$ cat src/rtl/carrd_issue_bridge.sv
// Carrd vector coprocessor issue bridge: instruction FIFO, one-at-a-time issue, scalar writeback return.
// Optional WAIT watchdog with sticky o_err is compiled in when CARRD_ISSUE_TIMEOUT_EN is defined.
module carrd_issue_bridge #(
    parameter int DEPTH          = 4,
    parameter int TIMEOUT_CYCLES = 256
) (
    input  logic                       i_clk,
    input  logic                       i_nrst,
    input  logic                       i_req_valid,
    output logic                       o_req_ready,
    input  logic [31:0]                i_req_instr,
    input  logic [31:0]                i_req_xdata,
    output logic                       o_cp_valid,
    output logic [31:0]                o_cp_instr,
    output logic [31:0]                o_cp_xdata,
    input  logic                       i_cp_done,
    input  logic                       i_cp_x_wr_en,
    input  logic [31:0]                i_cp_x_data,
    output logic                       o_resp_valid,
    input  logic                       i_resp_ready,
    output logic [31:0]                o_resp_data,
    output logic [4:0]                 o_resp_rd,
    output logic                       o_busy,
    output logic [$clog2(DEPTH+1)-1:0] o_count,
    output logic                       o_err
);
    localparam int PW = $clog2(DEPTH);
    localparam int CW = $clog2(DEPTH + 1);

    typedef enum logic [1:0] {
        S_IDLE  = 2'd0,
        S_ISSUE = 2'd1,
        S_WAIT  = 2'd2,
        S_RESP  = 2'd3
    } state_t;

    state_t        r_state;
    logic [63:0]   r_mem [DEPTH];
    logic [PW-1:0] r_wr_ptr;
    logic [PW-1:0] r_rd_ptr;
    logic [CW-1:0] r_count;
    logic          r_cp_valid;
    logic [31:0]   r_cp_instr;
    logic [31:0]   r_cp_xdata;
    logic          r_resp_valid;
    logic [31:0]   r_resp_data;
    logic [4:0]    r_resp_rd;

    logic          w_req_ready;
    logic          w_push;
    logic          w_pop;
    logic          w_is_vcfg;
    logic [63:0]   w_head;

`ifdef CARRD_ISSUE_TIMEOUT_EN
    localparam int TW = $clog2(TIMEOUT_CYCLES + 1);
    logic [TW-1:0] r_timer;
    logic          r_err;
`endif

    // No bypass: a full FIFO refuses even when the head pops this cycle.
    assign w_req_ready = (r_count < CW'(DEPTH));
    assign w_push      = i_req_valid && w_req_ready;
    assign w_pop       = (r_state == S_ISSUE);
    assign w_head      = r_mem[r_rd_ptr];
    // vsetvli/vsetivli/vsetvl retire on issue; the coprocessor sends no completion for them.
    assign w_is_vcfg   = (r_cp_instr[6:0] == 7'b1010111) && (r_cp_instr[14:12] == 3'b111);

    always_ff @(posedge i_clk) begin
        if (w_push) begin
            r_mem[r_wr_ptr] <= {i_req_xdata, i_req_instr};
        end
    end

    always_ff @(posedge i_clk or negedge i_nrst) begin
        if (!i_nrst) begin
            r_state      <= S_IDLE;
            r_wr_ptr     <= '0;
            r_rd_ptr     <= '0;
            r_count      <= '0;
            r_cp_valid   <= 1'b0;
            r_cp_instr   <= '0;
            r_cp_xdata   <= '0;
            r_resp_valid <= 1'b0;
            r_resp_data  <= '0;
            r_resp_rd    <= '0;
`ifdef CARRD_ISSUE_TIMEOUT_EN
            r_timer      <= '0;
            r_err        <= 1'b0;
`endif
        end else begin
            if (w_push) begin
                r_wr_ptr <= r_wr_ptr + PW'(1);
            end
            if (w_pop) begin
                r_rd_ptr <= r_rd_ptr + PW'(1);
            end
            r_count <= r_count + CW'(w_push) - CW'(w_pop);

            case (r_state)
                S_IDLE: begin
                    if (r_count != '0) begin
                        r_state    <= S_ISSUE;
                        r_cp_valid <= 1'b1;
                        r_cp_instr <= w_head[31:0];
                        r_cp_xdata <= w_head[63:32];
                    end
                end
                S_ISSUE: begin
                    r_cp_valid <= 1'b0;
                    if (w_is_vcfg) begin
                        r_state <= S_IDLE;
                    end else begin
                        r_state <= S_WAIT;
`ifdef CARRD_ISSUE_TIMEOUT_EN
                        r_timer <= '0;
`endif
                    end
                end
                S_WAIT: begin
                    if (i_cp_done) begin
                        if (i_cp_x_wr_en) begin
                            r_resp_data  <= i_cp_x_data;
                            r_resp_rd    <= r_cp_instr[11:7];
                            r_resp_valid <= 1'b1;
                            r_state      <= S_RESP;
                        end else begin
                            r_state <= S_IDLE;
                        end
                    end
`ifdef CARRD_ISSUE_TIMEOUT_EN
                    else if (r_timer == TW'(TIMEOUT_CYCLES - 1)) begin
                        r_err   <= 1'b1;
                        r_state <= S_IDLE;
                    end else begin
                        r_timer <= r_timer + TW'(1);
                    end
`endif
                end
                S_RESP: begin
                    if (i_resp_ready) begin
                        r_resp_valid <= 1'b0;
                        r_state      <= S_IDLE;
                    end
                end
                default: r_state <= S_IDLE;
            endcase
        end
    end

    assign o_req_ready  = w_req_ready;
    assign o_cp_valid   = r_cp_valid;
    assign o_cp_instr   = r_cp_instr;
    assign o_cp_xdata   = r_cp_xdata;
    assign o_resp_valid = r_resp_valid;
    assign o_resp_data  = r_resp_data;
    assign o_resp_rd    = r_resp_rd;
    assign o_busy       = (r_state != S_IDLE) || (r_count != '0);
    assign o_count      = r_count;
`ifdef CARRD_ISSUE_TIMEOUT_EN
    assign o_err        = r_err;
`else
    assign o_err        = 1'b0;
`endif

endmodule

$ cat config.mk
export PLATFORM = sky130hd
export DESIGN_NAME = carrd_issue_bridge
export DESIGN_NICKNAME = d
export VERILOG_FILES = /design/src/rtl/carrd_issue_bridge.sv
export SDC_FILE = /design/constraint.sdc
export NUM_CORES = 1
export LEC_CHECK = 0
export CAP_MARGIN = 10
export CORE_ASPECT_RATIO = 1.2
export CORE_MARGIN = 2
export CORE_UTILIZATION = 45
export CTS_CLUSTER_DIAMETER = 50
export DETAILED_ROUTE_END_ITERATION = 16
export PLACE_DENSITY = 0.67
export SETUP_SLACK_MARGIN = 0.5
export SYNTH_ARGS = -nofsm -noshare
export SYNTH_HDL_FRONTEND = slang
export SYNTH_SLANG_ARGS = --single-unit
$ cat constraint.sdc
create_clock -name i_clk -period 7 [get_ports i_clk]
set_clock_uncertainty 0.2 [all_clocks]
set_input_delay 1.05 -clock i_clk [delete_from_list [all_inputs] [get_ports i_clk]]
set_output_delay 1.05 -clock i_clk [all_outputs]
set_load 0.02 [all_outputs]
# Yosys cells after proc, flatten, opt, wreduce, memory -nomap -nowiden
# Memories as Yosys holds them, arrays and structs flattened. A register that Yosys moved wholly into a read port is not among the register bits.
# Index checks and enable logic that the tools add are counted.
# classes
add_sub_neg	4
order_cmp	1
eq_ne	9
muxes	14
reduce_logical	14
# op_table
op	count
two-way mux 2 bit	5
inequality test 2 bit (second input constant)	4
case mux 2 bit (4 select lines)	1
equality test 7 bit (second input constant)	1
two-way mux 1 bit	6
AND reduction 3 bit	2
nonzero test 2 bit	3
adder 2 x 1 -> 2 bit (second input constant)	2
equality test 2 bit (second input constant)	2
case mux 1 bit (2 select lines)	2
AND reduction 2 bit	2
AND reduction 4 bit	1
adder 3 x 1 -> 3 bit	1
equality test 3 bit (second input constant)	1
< comparator 3 bit (second input constant)	1
nonzero test 3 bit	1
subtractor 3 x 1 -> 3 bit	1
equality test 2 x 1 -> 1 bit (second input constant)	1
logical AND 1 bit	2
logical NOT 2 bit	1
logical NOT 1 bit	1
logical OR 1 bit	1
# totals
ff_bits	48
ram_bits	256
elab_cells	51
mem_count	1
# memory_table
memory	words	word_bits	read_ports	rd_ports_with_merged_regs	write_ports	line_no	text
r_mem	4	64	1	1	1	38	logic [63:0] r_mem [DEPTH];

# Depth between registers and ports, before layout
# logic_depth
word_depth	4
mapped_depth	8
mapped_depth_nobuf	7

# Least setup slack after synthesis
# No wires, ideal clock.
# synth_path
path_kind	input port to flip-flop
from	input port i_req_valid
to	memory r_mem[0][0] (enable)
arrival_time_ns	2.976
required_time_ns	6.371
path_slack_ns	3.396
stages	3
path_buffers	1
cell_sequence	nor2b_1 clkbuf_1 and2_1
# synth_via
elab_chain_cells	3
# synth_rtl
element	line_no	text
start, declared	9	input logic i_req_valid,
logical AND 1 bit	63	assign w_push = i_req_valid && w_req_ready;
two-way mux 1 bit	70	if (w_push) begin
two-way mux 1 bit (not written as such)	71	r_mem[r_wr_ptr] <= {i_req_xdata, i_req_instr};
end, declared	38	
# No other way between the ends.

# Final worst setup path
# layout_path
from	register r_count[2] (netlist: o_count[2])
to	output port o_busy
# layout_via
elab_chain_cells	2
# layout_rtl
element	line_no	text
start, declared	41	logic [CW-1:0] r_count;
start signal, assigned	98	r_count <= r_count + CW'(w_push) - CW'(w_pop);
nonzero test 3 bit	158	assign o_busy = (r_state != S_IDLE) || (r_count != '0);
logical OR 1 bit	158	
end, declared	23	output logic o_busy,
# No other way between the ends.

==> metrics.cfg <==
[cells_and_area]
nNetsFinal = 940
final_area_um2 = 17300
n_antenna_cell = 0
drive_gt1_frac = 0.271
area_growth_pct = 27.0
instances_no_fill = 1250

[sta]
hold_viol = 0
fin_crit_sh = 0.455
worst_pin_slew_ns = 1.01
final_max_slew_viol_count = 0
rsz0062_at_grt = no
final.min_clock_period_ns = 3.19
setup_viol = 0
tns_ns = 0
relSlewSlack = 0.330
fmax_mhz = 314

[yosys]
synth_ff_type = edfxtp_1
synth_cell_types = 29
synth_seq_cells = 368
synth-edff-count = 256
post-synth-top-count-cell = edfxtp_1
ys_seq_area_frac = 0.771
syn_avg_cell_area_um2 = 22.3
netlist_area_um2 = 13600
synth_top_cells_by_count = 256 x edfxtp_1, 112 x dfrtp_1, 101 x mux2_2
synthTopCellsByArea = edfxtp_1 57%, dfrtp_1 21%, mux4_2 11%
ys_warn_count = 0
async_flop_share = 0.304
yosysTopAreaCellShare = 0.565
syn_nets = 717
netlist_instances = 609
synth.largest_area_cell = edfxtp_1

[drt]
drc = 0
ant_nets = 0
routed_wl_mm = 25.8
vias = 6522
dr.pass1.iters = 4
via_per_inst = 5.22
drt_iter0_drc = 372
wl_per_cell_um = 20.6

[floorplanning]
dieArea_um2 = 31600
start_util = 0.458
ios = 211
rows = 69
chipHeight_um = 194
coreArea_um2 = 29700
dieWidth_um = 163

[worst_setup_path]
crit_path_end_kind = output port
r2r_slack_ns = 4.22
reg2reg_to = o_cp_xdata[17]
critPathLaunchType = flop
cp.arrival_ns = 1.94
r2r_start = r_rd_ptr[0]
r2r_cells = 3
crit_fanout = 5
cp.required_ns = 5.75
worstSetupPathType = reg -> out

[power_and_ir_drop]
p_total_mw = 7.85
ir_drop_v = 0.000268
leakagePower_nw = 6.09
power_density_nw_per_um2 = 454

[place]
port_buffers = 209
place.gp.congestion = 0.749
place_inst = 1183
place_area_um2 = 16000
hpwl_mm = 15.9

[clocking]
clk_pin_slew_ns = 0.06
cts_setup_buffers = 0
cts_sinks = 368
h-tree-depth = 2
hold_buffers = 0
cts_tree = yes
numCtsBuffers = 37
insertion_delay_ns = 0.51
clock_path_buffers = 3
post_cts_resize_count = 0
cts_root_buf = clkbuf_16

[worst_hold_path]
min_from = o_resp_data[30]
hold_class = reg -> reg
hold_depth = 1
hold_path_end = o_resp_data[30]

[global_routing]
grt_max_degree = 66
grt_pass1_vias = 7209
grt_util_all_layers = 0.168
antenna_found_initial = 1
grt-ovfl-total = 0
grt_pass1_wl_mm = 40.8

[outcome]
status = finished clean

[job]
drv_cap = 0

==> flip-flops by register name, indices dropped and copies added (netlist names) <==
signal	cells
o_resp_valid	1
o_count	3
r_mem	256
o_resp_data	32
o_resp_rd	5
r_wr_ptr	2
r_rd_ptr	2
o_cp_instr	32
o_cp_xdata	32
o_cp_valid	1
r_state	2
==> layout make-up <==
| cell class | count | area (µm²) |
|---|---|---|
| repair buffers | 212 | 2110 |
| well taps | 390 | 488 |
| inverters | 7 | 26.3 |
| clock buffers | 48 | 981 |
| fillers | 2213 | 12400 |
| multi-input cells | 206 | 2900 |
| clock inverters | 19 | 268 |
| flip-flops and latches | 368 | 10500 |
==> cells by family after synthesis <==
logic type | synth area share
AO/OA/AOI/OAI | 0.00313
XOR/XNOR | 0.00386
adder cells (fa/ha/maj) | 0.00607
buffers and inverters | 0.0167
flip-flops | 0.771
multiplexers | 0.190
other | 0.000276
AND/OR/NAND/NOR | 0.00911
==> report_power, final <==
part,switching (mW),internal (mW)
registers,0.357,2.92
logic,1.16,1.40
clock network,0.788,1.22
==> cell usage in the layout, fill, tap and decap left out, drive strengths merged, types with 6 or more instances in the layout <==
master,n
inv,9
edfxtp,256
mux4,64
bufinv,6
dfrtp,112
clkdlybuf4s50,208
mux2,101
clkbuf,48
clkinv,9
==> worst max-delay path, cell delays in order, from the launching register on <==
cell and delay (ns):
dfrtp_1 0.44, nor3_1 0.34, nand2_1 0.10, clkdlybuf4s50_1 0.55
==> routing by layer <==
layer	GRT usage	routed length, µm	up-vias
met5	0	16	-
met4	0.0413	501	2
met3	0.0414	1920	43
met2	0.283	12800	243
met1	0.221	10500	3369
li1	-	-	2865
==> metrics by stage <==
stage / utilization / worst slack [ns] / hold slack [ns]
after global placement: 0.540 / 3.46 / 0.286
after CTS: 0.582 / 3.77 / 0.306
after detailed placement: 0.540 / 3.36 / 0.293
after global routing: 0.582 / 3.60 / 0.317
after floorplan: - / 3.40 / 0.321
final: 0.582 / 3.81 / 0.303
==> worst max-delay path by stage <==
stage | to | startpoint | slack [ns] | depth (start not counted)
floorplan | r_mem[0][0] | i_req_valid | 3.40 | 3
global placement | r_mem[2][43] | i_req_valid | 3.46 | 3
detailed placement | r_mem[3][50] | i_req_valid | 3.36 | 3
CTS | o_busy | o_count[2] | 3.77 | 3
global route | o_busy | o_count[2] | 3.60 | 3
finish | o_busy | o_count[2] | 3.81 | 3
Note: power is estimated with default switching activity, not from simulation.
